File: config.mk
export PLATFORM = sky130hd
export DESIGN_NAME = uart_rx
export DESIGN_NICKNAME = d
export VERILOG_FILES = /design/src/rtl/uart_pkg.sv /design/src/rtl/uart_rx_sync.sv /design/src/rtl/uart_rx.sv
export SDC_FILE = /design/constraint.sdc
export NUM_CORES = 1
export LEC_CHECK = 0
export ABC_AREA = 1
export BUFFER_PORTS_ARGS = -buffer_cell sky130_fd_sc_hd__buf_2
export CAP_MARGIN = 5
export CORE_ASPECT_RATIO = 0.9
export CORE_MARGIN = 2
export CORE_UTILIZATION = 55
export DETAILED_ROUTE_END_ITERATION = 8
export GPL_TIMING_DRIVEN = 1
export PLACE_DENSITY = 0.84
export RECOVER_POWER = 25
export SLEW_MARGIN = 15
export SYNTH_ARGS = -nofsm -noshare
export SYNTH_HDL_FRONTEND = slang
export SYNTH_SLANG_ARGS = --single-unit
File: constraint.sdc
create_clock -name clk -period 2.13 [get_ports clk]
set_input_delay 0.5325 -clock clk [delete_from_list [all_inputs] [get_ports clk]]
set_output_delay 0.5325 -clock clk [all_outputs]
set_load 0.02 [all_outputs]
File: src/rtl/uart_pkg.sv
// Shared UART definitions: receiver/transmitter state encoding, frame constants
// and the even-parity helper.
package uart_pkg;

   localparam int DATA_BITS = 8;

   typedef enum logic [2:0] {
      ST_IDLE   = 3'd0,
      ST_START  = 3'd1,
      ST_DATA   = 3'd2,
      ST_PARITY = 3'd3,
      ST_STOP   = 3'd4,
      ST_BREAK  = 3'd5
   } uart_state_t;

   // Even parity: the parity bit makes the total count of ones even.
   function automatic logic even_parity(input logic [DATA_BITS-1:0] d);
      return ^d;
   endfunction

endpackage

File: src/rtl/uart_rx_sync.sv
// Two-flop synchronizer for the asynchronous serial line; resets to the idle
// (high) level so reset never looks like a start bit.
module uart_rx_sync (
   input  logic clk,
   input  logic reset,
   input  logic d,
   output logic q
);

   logic meta;

   always_ff @(posedge clk or posedge reset) begin
      if (reset) begin
         meta <= 1'b1;
         q    <= 1'b1;
      end else begin
         meta <= d;
         q    <= meta;
      end
   end

endmodule

File: src/rtl/uart_rx.sv
// UART receiver, 8 data bits LSB first, one stop bit, single-entry output
// register with valid/ack. Define UART_RX_PARITY_EN for an even-parity bit.
//
// Output handshake: o_valid/o_data form a one-deep holding register. o_valid
// stays high with o_data stable until a cycle where i_ack is high; it drops on
// the following cycle unless a new byte lands in that same cycle. A byte that
// arrives while o_valid is high and i_ack is low is dropped (o_overrun).
module uart_rx
   import uart_pkg::*;
#(
   parameter int CLKS_PER_BIT = 16
) (
   input  logic       clk,
   input  logic       reset,
   input  logic       i_rx,
   input  logic       i_ack,
   output logic [7:0] o_data,
   output logic       o_valid,
   output logic       o_frame_err,
   output logic       o_overrun,
   output logic       o_parity_err,
   output logic [2:0] o_state
);

   localparam logic [9:0] BIT_LAST  = 10'(CLKS_PER_BIT - 1);
   localparam logic [9:0] HALF_LAST = 10'(CLKS_PER_BIT / 2 - 1);

   uart_state_t          state;
   logic                 rx_s;
   logic                 rx_prev;
   logic [9:0]           cnt;
   logic [2:0]           bit_cnt;
   logic [DATA_BITS-1:0] shreg;
   logic                 par_bad;

   uart_rx_sync u_sync (
      .clk   (clk),
      .reset (reset),
      .d     (i_rx),
      .q     (rx_s)
   );

   assign o_state = state;

`ifndef UART_RX_PARITY_EN
   assign par_bad      = 1'b0;
   assign o_parity_err = 1'b0;
`endif

   always_ff @(posedge clk or posedge reset) begin
      if (reset) begin
         state       <= ST_IDLE;
         rx_prev     <= 1'b1;
         cnt         <= '0;
         bit_cnt     <= '0;
         shreg       <= '0;
         o_data      <= 8'h00;
         o_valid     <= 1'b0;
         o_frame_err <= 1'b0;
         o_overrun   <= 1'b0;
`ifdef UART_RX_PARITY_EN
         par_bad      <= 1'b0;
         o_parity_err <= 1'b0;
`endif
      end else begin
         rx_prev     <= rx_s;
         o_frame_err <= 1'b0;
         o_overrun   <= 1'b0;
`ifdef UART_RX_PARITY_EN
         o_parity_err <= 1'b0;
`endif
         // A delivery later in this block overrides this clear.
         if (o_valid && i_ack)
            o_valid <= 1'b0;

         case (state)
            ST_IDLE: begin
               if (rx_prev && !rx_s) begin
                  state   <= ST_START;
                  cnt     <= '0;
                  bit_cnt <= '0;
               end
            end
            ST_START: begin
               if (cnt == HALF_LAST) begin
                  cnt   <= '0;
                  state <= rx_s ? ST_IDLE : ST_DATA;
               end else begin
                  cnt <= cnt + 10'd1;
               end
            end
            ST_DATA: begin
               if (cnt == BIT_LAST) begin
                  cnt     <= '0;
                  shreg   <= {rx_s, shreg[DATA_BITS-1:1]};
                  bit_cnt <= bit_cnt + 3'd1;
                  if (bit_cnt == 3'(DATA_BITS - 1)) begin
`ifdef UART_RX_PARITY_EN
                     state <= ST_PARITY;
`else
                     state <= ST_STOP;
`endif
                  end
               end else begin
                  cnt <= cnt + 10'd1;
               end
            end
`ifdef UART_RX_PARITY_EN
            ST_PARITY: begin
               if (cnt == BIT_LAST) begin
                  cnt          <= '0;
                  par_bad      <= (rx_s != even_parity(shreg));
                  o_parity_err <= (rx_s != even_parity(shreg));
                  state        <= ST_STOP;
               end else begin
                  cnt <= cnt + 10'd1;
               end
            end
`endif
            ST_STOP: begin
               if (cnt == BIT_LAST) begin
                  cnt <= '0;
                  if (rx_s) begin
                     state <= ST_IDLE;
                     if (!par_bad) begin
                        if (!o_valid || i_ack) begin
                           o_data  <= shreg;
                           o_valid <= 1'b1;
                        end else begin
                           o_overrun <= 1'b1;
                        end
                     end
                  end else begin
                     o_frame_err <= 1'b1;
                     state       <= ST_BREAK;
                  end
               end else begin
                  cnt <= cnt + 10'd1;
               end
            end
            ST_BREAK: begin
               if (rx_s)
                  state <= ST_IDLE;
            end
            default: state <= ST_IDLE;
         endcase
      end
   end

endmodule

==> impl_metrics.py, run 1 <==
metrics = {
    "global_route": {
        "antenna_found_initial": 0,
        "grt.total_usage": 0.1891,
        "grt_pass1_vias": 1318,
        "grt_overflow_total": 0,
        "grt_pass1_wl_um": 5775,
        "grt_start_max_net_pins": 25,
    },
    "clocking": {
        "cts.sinks": 38,
        "cts_tree": "yes",
        "htree_levels": 2,
        "numCtsBuffers": 5,
        "clockBufferDepth": 2,
        "root_buffer": "clkbuf_8",
        "cts_setup_buffers": 0,
        "ctsHoldBuffers": 0,
        "clk_pin_slew_ns": 0.07,
        "worstSkewPairLatency_ns": 0.28,
        "cts_resized": 0,
    },
    "sta": {
        "rsz0062_at_grt": "no",
        "tns_ns": 0,
        "setup_viol_count_final": 0,
        "finalHoldViolCount": 0,
        "max_freq_ghz": 0.6127,
        "worstMarginPinSlew_ns": 0.5729,
        "slew_viol_final": 0,
        "post-route-period-util": 0.7663,
        "period_needed_ns": 1.632,
        "max_slew_margin": 0.6176,
        "clock_skew_ns": 0.003030,
    },
    "status": {
        "status": "finished clean",
    },
    "worst_setup_path": {
        "worstRegToRegCells": 10,
        "arrival_ns": 1.81,
        "start_kind": "register",
        "path_max_fanout": 17,
        "cp.depth": 10,
        "critPathLaunch": "cnt[0]",
        "path_delay_family": "simple AND/OR/NAND/NOR gates",
        "crit_end": "bit_cnt[2]",
        "reg2reg_slack_ns": 0.50,
        "worstSetupEndpointType": "register",
        "slowest_delay_ns": 0.39,
        "path_buf_inv": 1,
        "crit_slowest_cell": "dfrtp_1",
        "worst-setup-path-type": "register to register",
        "crit_top_cell": "nand2_1",
        "path_cells": "ha_1 -> nand2_2 -> nor2_8 -> inv_4 -> nor2_8 -> nand2_4 -> nand2_2 -> nand2_1 -> nand2_1 -> nand2_1",
        "r2r_start": "cnt[0]",
        "critPathRequiredTime_ns": 2.31,
        "reg2reg_to": "bit_cnt[2]",
    },
    "floorplanning": {
        "initial_utilization": 0.5790,
        "dieArea_um2": 4078,
        "die_h_um": 60.79,
        "die-width_um": 67.10,
        "num_rows": 20,
        "io_pins": 19,
        "core_um2": 3403,
    },
    "routing": {
        "viasPerCell": 4.986,
        "drt_wl_total_um": 3198,
        "dr.pass1.iters": 4,
        "drtIter0Drc": 85,
        "drc": 0,
        "vias": 1426,
        "drt-wirelength-per-cell_um": 11.18,
        "ant_nets": 0,
    },
    "yosys": {
        "syn_nets": 227,
        "synth_top_area_frac": 0.4444,
        "yosys_warnings": 0,
        "synth_cell_types": 33,
        "synth-seq-cells": 38,
        "seq_area_frac_synth": 0.4844,
        "syn_inst": 220,
        "avgSynthCellArea_um2": 8.957,
        "synth_top_area_cell": "dfrtp_1",
        "synthTopCellsByArea": "dfrtp_1, nand2_1, o21ai_2, inv_1, dfstp_2",
        "synthesis.area_um2": 1971,
    },
    "power": {
        "leakage_nw": 1.171,
        "powerDensity_nw_per_um2": 1025,
        "irDropWorstVdd_mv": 0.7710,
    },
    "cells_and_area": {
        "final_common_cell": "nand2_1",
        "num-fill-cells": 286,
        "finalInstanceArea_um2": 2191,
        "fin_nets": 248,
        "layout_common_cells": "nand2_1, dfrtp_1, inv_1, buf_2, o21ai_2",
        "postLayoutCoreUtil": 0.6438,
        "area_delta_synth_final_pct": 11.17,
        "antennaDiodeCount": 0,
        "drive_gt1_frac": 0.2810,
    },
    "flow_run": {
        "maxCapViolations": 0,
    },
    "placed_design": {
        "gp_congestion": 0.8461,
        "portBuffers": 17,
        "place_area_um2": 2096,
        "dpl.hpwl_um": 2423,
    },
    "worst_hold_path": {
        "hp-class": "input port to asynchronous set/reset pin",
    },
}
-- registers in the layout, indices dropped and copies added, names as in the netlist --
name,cells
cnt,10
o_data,8
shreg,8
bit_cnt,3
o_state,3
o_frame_err,1
o_overrun,1
o_valid,1
rx_prev,1
u_sync.meta,1
u_sync.q,1
-- layout make-up --
cell class                      count  area (µm²)  share of cell area
Sequential cell                    38       954.7              0.4358
Inverter                           25       96.34             0.04397
Tap cell                           44       55.05             0.02513
Clock buffer                        6       82.58             0.03769
Timing Repair Buffer               18       105.1             0.04797
Clock inverter                      2       12.51            0.005711
Multi-Input combinational cell    153       884.6              0.4038
-- stage by stage --
stage	hold slack, ns	power (mW)	std cells	setup WS (ns)
floorplan	0.3452	1.560	220	0.6996
global placement	0.3482	1.728	278	0.5665
detailed placement	0.3524	1.750	278	0.4961
CTS	0.3144	2.259	286	0.4946
global route	0.3363	2.413	286	0.3802
finish	0.2941	2.245	286	0.4978
-- power breakdown --
| part | internal [mW] | total, mW | switching, mW | leakage (nW) |
|---|---|---|---|---|
| clock | 0.260 | 0.509 | 0.249 | 0.0472 |
| combinational | 0.254 | 0.841 | 0.587 | 0.612 |
| sequential | 0.809 | 0.895 | 0.0864 | 0.512 |
-- per-layer routing --
layer  up-vias  wire [µm]  share of wire  global-route usage
li1        737          -              -                   -
met2        33       1465           0.46              0.2900
met1       652       1549           0.48              0.2608
met3         4        142          0.044             0.04453
met5         -          0              0                   0
met4         0         39          0.012             0.07872
-- cells by family after synthesis --
family                     after synthesis  synth area share
and+or+nand+nor                        120            0.3060
DFF                                     38            0.4844
buffers and inverters                   29           0.06667
AOI/OAI and AO/OA                       27            0.1130
adders and majority gates                3           0.01905
xor gates and xnor gates                 2          0.008891
other                                    1          0.001903
-- synthesized netlist by cell type --
cell      number
o211ai_1       3
nand3_4        2
buf_6          2
inv_2          2
nor2_1        12
dfstp_2        3
nand2_1       73
o21ai_0        3
nor2_2         2
nor2_8         2
ha_1           3
o21ai_1        1
dfrtp_1       35
nand4_1        6
nor3_1         1
o21ai_4        1
nand2_2        7
or2_2          1
o21bai_2       1
xor2_1         2
o21ai_2       16
conb_1         1
o21bai_1       1
buf_2          1
nand2_4        1
buf_4          1
nand3b_1       2
inv_4          1
a21oi_1        1
nor2_4         2
nand3_2        2
nand3_1        7
inv_1         22
-- worst min-delay path by stage --
stage / from / to / slack [ns] / depth (start not counted)
2_1_floorplan: u_sync.meta / u_sync.q / 0.35 / 0
3_3_place_gp: u_sync.meta / u_sync.q / 0.35 / 0
3_5_place_dp: u_sync.meta / u_sync.q / 0.35 / 0
4_1_cts: reset / shreg[7] / 0.31 / 2
5_1_grt: i_rx / u_sync.meta / 0.34 / 1
6_report: reset / o_state[1] / 0.29 / 2
No activity file was read; power rests on OpenSTA's default activity.
==> inputs of run 2 (changes only) <==
--- a/config.mk
+++ b/config.mk
@@ -10,10 +10,10 @@
 export CAP_MARGIN = 5
 export CORE_ASPECT_RATIO = 0.9
 export CORE_MARGIN = 2
-export CORE_UTILIZATION = 55
+export CORE_UTILIZATION = 52
 export DETAILED_ROUTE_END_ITERATION = 8
 export GPL_TIMING_DRIVEN = 1
-export PLACE_DENSITY = 0.84
+export PLACE_DENSITY = 0.83
 export RECOVER_POWER = 25
 export SLEW_MARGIN = 15
 export SYNTH_ARGS = -nofsm -noshare
==> constraint.sdc (replaced) <==
create_clock -name clk -period 1.5 [get_ports clk]
set_input_delay 0.375 -clock clk [delete_from_list [all_inputs] [get_ports clk]]
set_output_delay 0.375 -clock clk [all_outputs]
set_load 0.02 [all_outputs]
==> run 2 against run 1 <==
Compared with the run above:
- clock skew grew 0.0062 ns
- non-clock buffer count grew 14
- global-route usage grew 1.8 points
- sequential power grew 41%
- clock power grew 44%
- fmax grew 12%
- hold slack lost 0.12 ns
- flip-flop and latch count is the same
- wire length grew 15%
- critical endpoint is now o_data[2]
- critical path type unchanged
- via count grew 7.1%
- total power grew 53%
- register-to-register slack lost 0.45 ns
- largest cell class unchanged
==> impl_metrics.py, run 2 (synthesis results as in run 1) <==
metrics = {
    "status": {
        "status": "finished clean",
    },
    "global_route": {
        "grt_pass1_vias": 1508,
        "grt_pass1_wl_um": 6596,
        "grt_overflow_total": 0,
        "grt.total_usage": 0.2071,
        "grt_start_max_net_pins": 27,
        "antenna_found_initial": 0,
    },
    "placed_design": {
        "dpl.hpwl_um": 2575,
        "gp_congestion": 0.8584,
        "portBuffers": 17,
    },
    "power": {
        "swShare": 0.4135,
        "power.switching_mw": 1.422,
        "internal_power_mw": 2.016,
        "leakage_nw": 1.260,
        "p_seq_frac": 0.367,
        "irDropWorstVdd_mv": 1.111,
        "powerDensity_nw_per_um2": 1455,
        "p_clk_frac": 0.213,
        "combinationalPowerShare": 0.419,
    },
    "routing": {
        "ant_nets": 0,
        "drtIter0Drc": 86,
        "drc": 0,
        "viasPerCell": 5.040,
        "drt_wl_total_um": 3685,
        "drt-wirelength-per-cell_um": 12.16,
        "dr.pass1.iters": 4,
        "wl_met2_um": 1773,
        "met3_length_um": 175,
        "top_layer_used": "met4",
        "wl_met1_um": 1681,
        "vias": 1527,
    },
    "cells_and_area": {
        "antennaDiodeCount": 0,
        "layout_common_cells": "nand2_1, dfrtp_1, inv_1, buf_2, o21ai_2",
        "top_regs": "cnt (10), o_data (8), shreg (8)",
        "fin_nets": 263,
        "area_delta_synth_final_pct": 19.87,
        "num-fill-cells": 289,
        "regMostFlops": "cnt",
        "final_common_cell": "nand2_1",
        "largest_register_ffs": 10,
        "postLayoutCoreUtil": 0.6422,
        "drive_gt1_frac": 0.3541,
    },
    "worst_setup_path": {
        "reg2reg_to": "o_data[2]",
        "r2r_start": "cnt[1]",
        "start_kind": "register",
        "worstSetupEndpointType": "register",
        "critPathRequiredTime_ns": 1.68,
        "reg2reg_slack_ns": 0.05,
        "worstRegToRegCells": 9,
        "worst-setup-path-type": "register to register",
        "arrival_ns": 1.63,
        "path_max_fanout": 8,
    },
    "worst_hold_path": {
        "hold_start": "i_rx",
        "hold_depth": 1,
        "hp-class": "input port to register",
        "worstHoldEndpoint": "u_sync.meta",
    },
    "sta": {
        "post-route-period-util": 0.9677,
        "max_slew_margin": 0.5693,
        "worstMarginPinSlew_ns": 0.6460,
        "period_needed_ns": 1.452,
        "tns_ns": 0,
        "setup_viol_count_final": 0,
        "max_freq_ghz": 0.6889,
        "clock_skew_ns": 0.009200,
        "rsz0062_at_grt": "yes",
        "slew_viol_final": 0,
        "finalHoldViolCount": 0,
    },
    "clocking": {
        "htree_levels": 2,
        "numCtsBuffers": 5,
        "root_buffer": "clkbuf_8",
        "clk_pin_slew_ns": 0.08,
        "worstSkewPairLatency_ns": 0.30,
        "cts.sinks": 38,
        "ctsHoldBuffers": 0,
        "clockBufferDepth": 2,
        "cts_tree": "yes",
    },
    "floorplanning": {
        "dieArea_um2": 4299,
        "die_h_um": 62.40,
        "core_um2": 3679,
        "num_rows": 21,
        "io_pins": 19,
        "initial_utilization": 0.5357,
        "die-width_um": 68.89,
    },
    "flow_run": {
        "maxCapViolations": 0,
    },
}
run 2: cell types whose count changed in the layout (fill, tap and decap cells not counted), sizes merged:
cell,before,now
nand3,11,12
clkbuf,6,8
buf,18,30
run 2: cell type report:
cell class              instances  area [µm²]  share of cell area
clock inverters                 2       12.51            0.005297
repair buffers                 32       211.5             0.08951
multi-input cells             154       947.2              0.4010
flip-flops and latches         38       954.7              0.4041
inverters                      25       96.34             0.04078
clock buffers                   6       82.58             0.03496
well taps                      46       57.56             0.02436
run 2: worst max path at each step:
stage                     from         end  slack [ns]  cells past startpoint
finish                  cnt[1]   o_data[2]        0.05                      9
global route            cnt[1]   o_data[2]       -0.04                      9
CTS                     cnt[9]  bit_cnt[0]        0.01                      8
detailed placement      cnt[1]   o_data[2]      -0.002                      8
global placement    o_state[1]      cnt[4]        0.05                      7
floorplan               cnt[0]   o_data[1]        0.07                      9
run 2: per-layer routing:
layer | global-route usage | vias to the layer above
met3 | 0.07568 | 7
met5 | 0 | -
met2 | 0.3113 | 35
met4 | 0.06863 | 0
li1 | - | 771
met1 | 0.2764 | 714
run 2: power by group through the flow:
stage / logic (mW) / clock network, mW / registers, mW
6_report: 1.44 / 0.734 / 1.26
5_1_grt: 1.61 / 0.798 / 1.27
4_1_cts: 1.31 / 0.747 / 1.25
3_5_place_dp: 1.30 / 0 / 1.27
3_3_place_gp: 1.28 / 0 / 1.26
2_1_floorplan: 0.905 / 0 / 1.31
run 2: stage by stage:
step | total power, mW | area, µm² | cells | hold slack, ns | setup slack, ns
floorplan | 2.215 | 1971 | 220 | 0.3452 | 0.06956
global placement | 2.538 | 2173 | 290 | 0.3472 | 0.04831
detailed placement | 2.567 | 2173 | 290 | 0.3485 | -0.001989
CTS | 3.308 | 2288 | 299 | 0.07792 | 0.01161
global route | 3.685 | 2362 | 303 | 0.1537 | -0.03991
finish | 3.438 | 2362 | 303 | 0.1745 | 0.04838
run 2: worst max-delay path, cell delays in order (launching register included):
cell	delay, ns
dfrtp_1	0.36
ha_2	0.21
nand2_4	0.08
nor2_8	0.11
inv_4	0.05
nor2_8	0.13
buf_6	0.11
nand3_4	0.12
nand2_1	0.11
o21ai_2	0.05
run 2: repair_timing:
action / CTS / global route
pin swaps: 1 / 3
gates cloned: 1 / 0
resized for setup: 2 / 13
setup buffers: 0 / 4
setup endpoints to repair: 5 / 25
==> inputs of run 3 (changes only) <==
--- a/config.mk
+++ b/config.mk
@@ -10,12 +10,13 @@
 export CAP_MARGIN = 5
 export CORE_ASPECT_RATIO = 0.9
 export CORE_MARGIN = 2
-export CORE_UTILIZATION = 52
+export CORE_UTILIZATION = 53
 export DETAILED_ROUTE_END_ITERATION = 8
 export GPL_TIMING_DRIVEN = 1
-export PLACE_DENSITY = 0.83
+export PLACE_DENSITY = 0.84
 export RECOVER_POWER = 25
 export SLEW_MARGIN = 15
 export SYNTH_ARGS = -nofsm -noshare
 export SYNTH_HDL_FRONTEND = slang
+export SYNTH_HIERARCHICAL = 1
 export SYNTH_SLANG_ARGS = --single-unit
==> run 3 against run 2 <==
Compared with the run above:
- area after synthesis is 2.1% higher
- total power shrank 4.8%
- die area rose by 0.16%
- register-to-register slack lost 0.04 ns
- non-clock buffer count up 7
- fmax is 2.5% lower
- critical path depth did not move
- critical endpoint is now cnt[4]
==> impl_metrics.py, run 3 <==
metrics = {
    "status": {
        "status": "finished clean",
    },
    "global_route": {
        "grt_start_max_net_pins": 25,
        "grt_pass1_vias": 1524,
        "grt_overflow_total": 0,
        "grt.total_usage": 0.2123,
        "antenna_found_initial": 0,
        "grt_pass1_wl_um": 6831,
    },
    "cells_and_area": {
        "drive_gt1_frac": 0.3345,
        "postLayoutCoreUtil": 0.6704,
        "finalInstanceArea_um2": 2466,
        "final_common_cell": "nand2_1",
        "layout_common_cells": "nand2_1, dfrtp_1, inv_1, buf_4",
        "fin_cells": 324,
        "num-fill-cells": 303,
        "largest_register_ffs": 10,
        "antennaDiodeCount": 0,
        "area_delta_synth_final_pct": 22.57,
        "fin_nets": 284,
        "regMostFlops": "cnt",
        "top_regs": "cnt (10), o_data (8), shreg (8)",
    },
    "floorplanning": {
        "io_pins": 19,
        "die-width_um": 68.95,
        "dieArea_um2": 4306,
        "core_um2": 3679,
        "num_rows": 21,
        "die_h_um": 62.45,
        "initial_utilization": 0.5469,
    },
    "routing": {
        "drt-wirelength-per-cell_um": 13.69,
        "dr.pass1.iters": 4,
        "viasPerCell": 5.253,
        "vias": 1702,
        "drtIter0Drc": 185,
        "drc": 0,
        "drt_wl_total_um": 4436,
        "ant_nets": 0,
    },
    "flow_run": {
        "maxCapViolations": 0,
    },
    "sta": {
        "setup_viol_count_final": 0,
        "clock_skew_ns": 0.005486,
        "max_freq_ghz": 0.6713,
        "max_slew_margin": 0.5629,
        "rsz0062_at_grt": "yes",
        "tns_ns": 0,
        "worstMarginPinSlew_ns": 0.6557,
        "post-route-period-util": 0.9931,
        "slew_viol_final": 0,
        "period_needed_ns": 1.490,
        "finalHoldViolCount": 0,
    },
    "clocking": {
        "worstSkewPairLatency_ns": 0.30,
        "ctsHoldBuffers": 0,
        "clk_pin_slew_ns": 0.07,
        "numCtsBuffers": 5,
        "root_buffer": "clkbuf_8",
        "cts.sinks": 38,
        "clockBufferDepth": 2,
        "cts_tree": "yes",
        "htree_levels": 2,
    },
    "worst_setup_path": {
        "path_max_fanout": 4,
        "path_cells": "ha_2 -> nand2_4 -> nor2_4 -> buf_4 -> nand2_1 -> nand2_1 -> inv_1 -> nand3_1 -> o211ai_1",
        "slowest_delay_ns": 0.37,
        "crit_slowest_cell": "dfrtp_1",
        "path_buf_inv": 2,
        "arrival_ns": 1.65,
        "worst-setup-path-type": "register to register",
        "critPathRequiredTime_ns": 1.66,
        "crit_top_cell": "nand2_1",
        "worstSetupEndpointType": "register",
        "start_kind": "register",
        "path_delay_family": "simple AND/OR/NAND/NOR gates",
    },
    "placed_design": {
        "dpl.hpwl_um": 2856,
        "portBuffers": 17,
        "place_area_um2": 2257,
        "gp_congestion": 0.8890,
        "placed_cells": 309,
    },
    "yosys": {
        "avgSynthCellArea_um2": 8.635,
        "syn_inst": 233,
        "synth_top_area_frac": 0.4353,
        "syn_nets": 240,
        "synthesis.area_um2": 2012,
        "ys.flop_type": "dfrtp_1",
        "yosys_warnings": 6,
        "synth_most_common_cell": "nand2_1",
        "synthTopCellsByCount": "nand2_1, dfrtp_1, inv_1",
        "synthTopCellsByArea": "dfrtp_1, nand2_1, o21ai_2, inv_1, dfstp_2",
        "synth_cell_types": 29,
        "synth_top_area_cell": "dfrtp_1",
        "synth_edf_count": 0,
        "synth-seq-cells": 38,
        "seq_area_frac_synth": 0.4745,
        "async_reset_ff_frac": 1.000,
    },
    "power": {
        "leakage_nw": 1.312,
        "irDropWorstVdd_mv": 1.142,
        "powerDensity_nw_per_um2": 1328,
    },
    "worst_hold_path": {
        "hp-class": "input port to asynchronous set/reset pin",
    },
}
run 3: metal layers:
layer  wire (µm)  GRT usage  vias to the layer above  share of wire
met1        1901     0.2993                      780           0.43
met4         143    0.09314                        0          0.032
met3         284    0.04505                       18          0.064
met2        2106     0.3137                       58           0.47
li1            -          -                      846              -
met5           0          0                        -              0
run 3: area by class of cell:
class	instances	area, µm²	area share
multi-input cells	159	975.9	0.3957
flip-flops and latches	38	954.7	0.3871
repair buffers	39	259.0	0.1050
inverters	34	127.6	0.05175
clock buffers	7	86.33	0.03501
well taps	46	57.56	0.02334
clock inverters	1	5.005	0.002029
run 3: report_power, final:
group	total (mW)	switching (mW)	internal, mW	leakage [nW]
Sequential	1.24	0.111	1.13	0.514
Combinational	1.32	0.844	0.472	0.749
Clock	0.718	0.348	0.370	0.0482
Total	3.27	1.30	1.97	1.31
run 3: timing repair:
action,CTS,global route
pin swaps,0,5
gates cloned,1,0
buffers inserted,0,6
endpoints found under the setup margin,8,25
resized for setup,0,16
hold endpoints to repair,0,0
run 3: stage by stage:
step           setup WS, ns  power, mW  hold slack, ns
3_3_place_gp        0.06800      2.359          0.3482
2_1_floorplan       0.07518      2.010          0.2865
4_1_cts            -0.01208      3.112         0.08905
5_1_grt            -0.08756      3.490          0.1164
3_5_place_dp       -0.01452      2.393          0.3535
6_report            0.01042      3.274         0.07950
run 3: cell families after synthesis:
group / after synthesis / synth area share
adders and majority gates: 3 / 0.01866
other: 1 / 0.001864
DFF: 38 / 0.4745
and+or+nand+nor: 126 / 0.3109
AOI/OAI and AO/OA: 28 / 0.1157
buffers and inverters: 37 / 0.07836
run 3: worst reg2reg max path, cell delays in order (launching register included):
cell and delay [ns]:
dfrtp_1 0.37, ha_2 0.22, nand2_4 0.08, nor2_4 0.14, buf_4 0.14, nand2_1 0.06, nand2_1 0.11, inv_1 0.06
nand3_1 0.08, o211ai_1 0.10
run 3: path summary, 6_finish.rpt:
kind | from | to | slack (ns) | cells after the start
setup / recovery | cnt[0] | cnt[4] | 0.01 | 9
hold / removal | reset | u_sync/meta | 0.08 | 2
setup reg to reg | cnt[0] | cnt[4] | 0.01 | 9
hold reg to reg | u_sync/meta | u_sync/q | 0.36 | 0
max in group asynchronous | reset | cnt[2] | 0.84 | 3
min in group clk | i_rx | u_sync/meta | 0.18 | 1
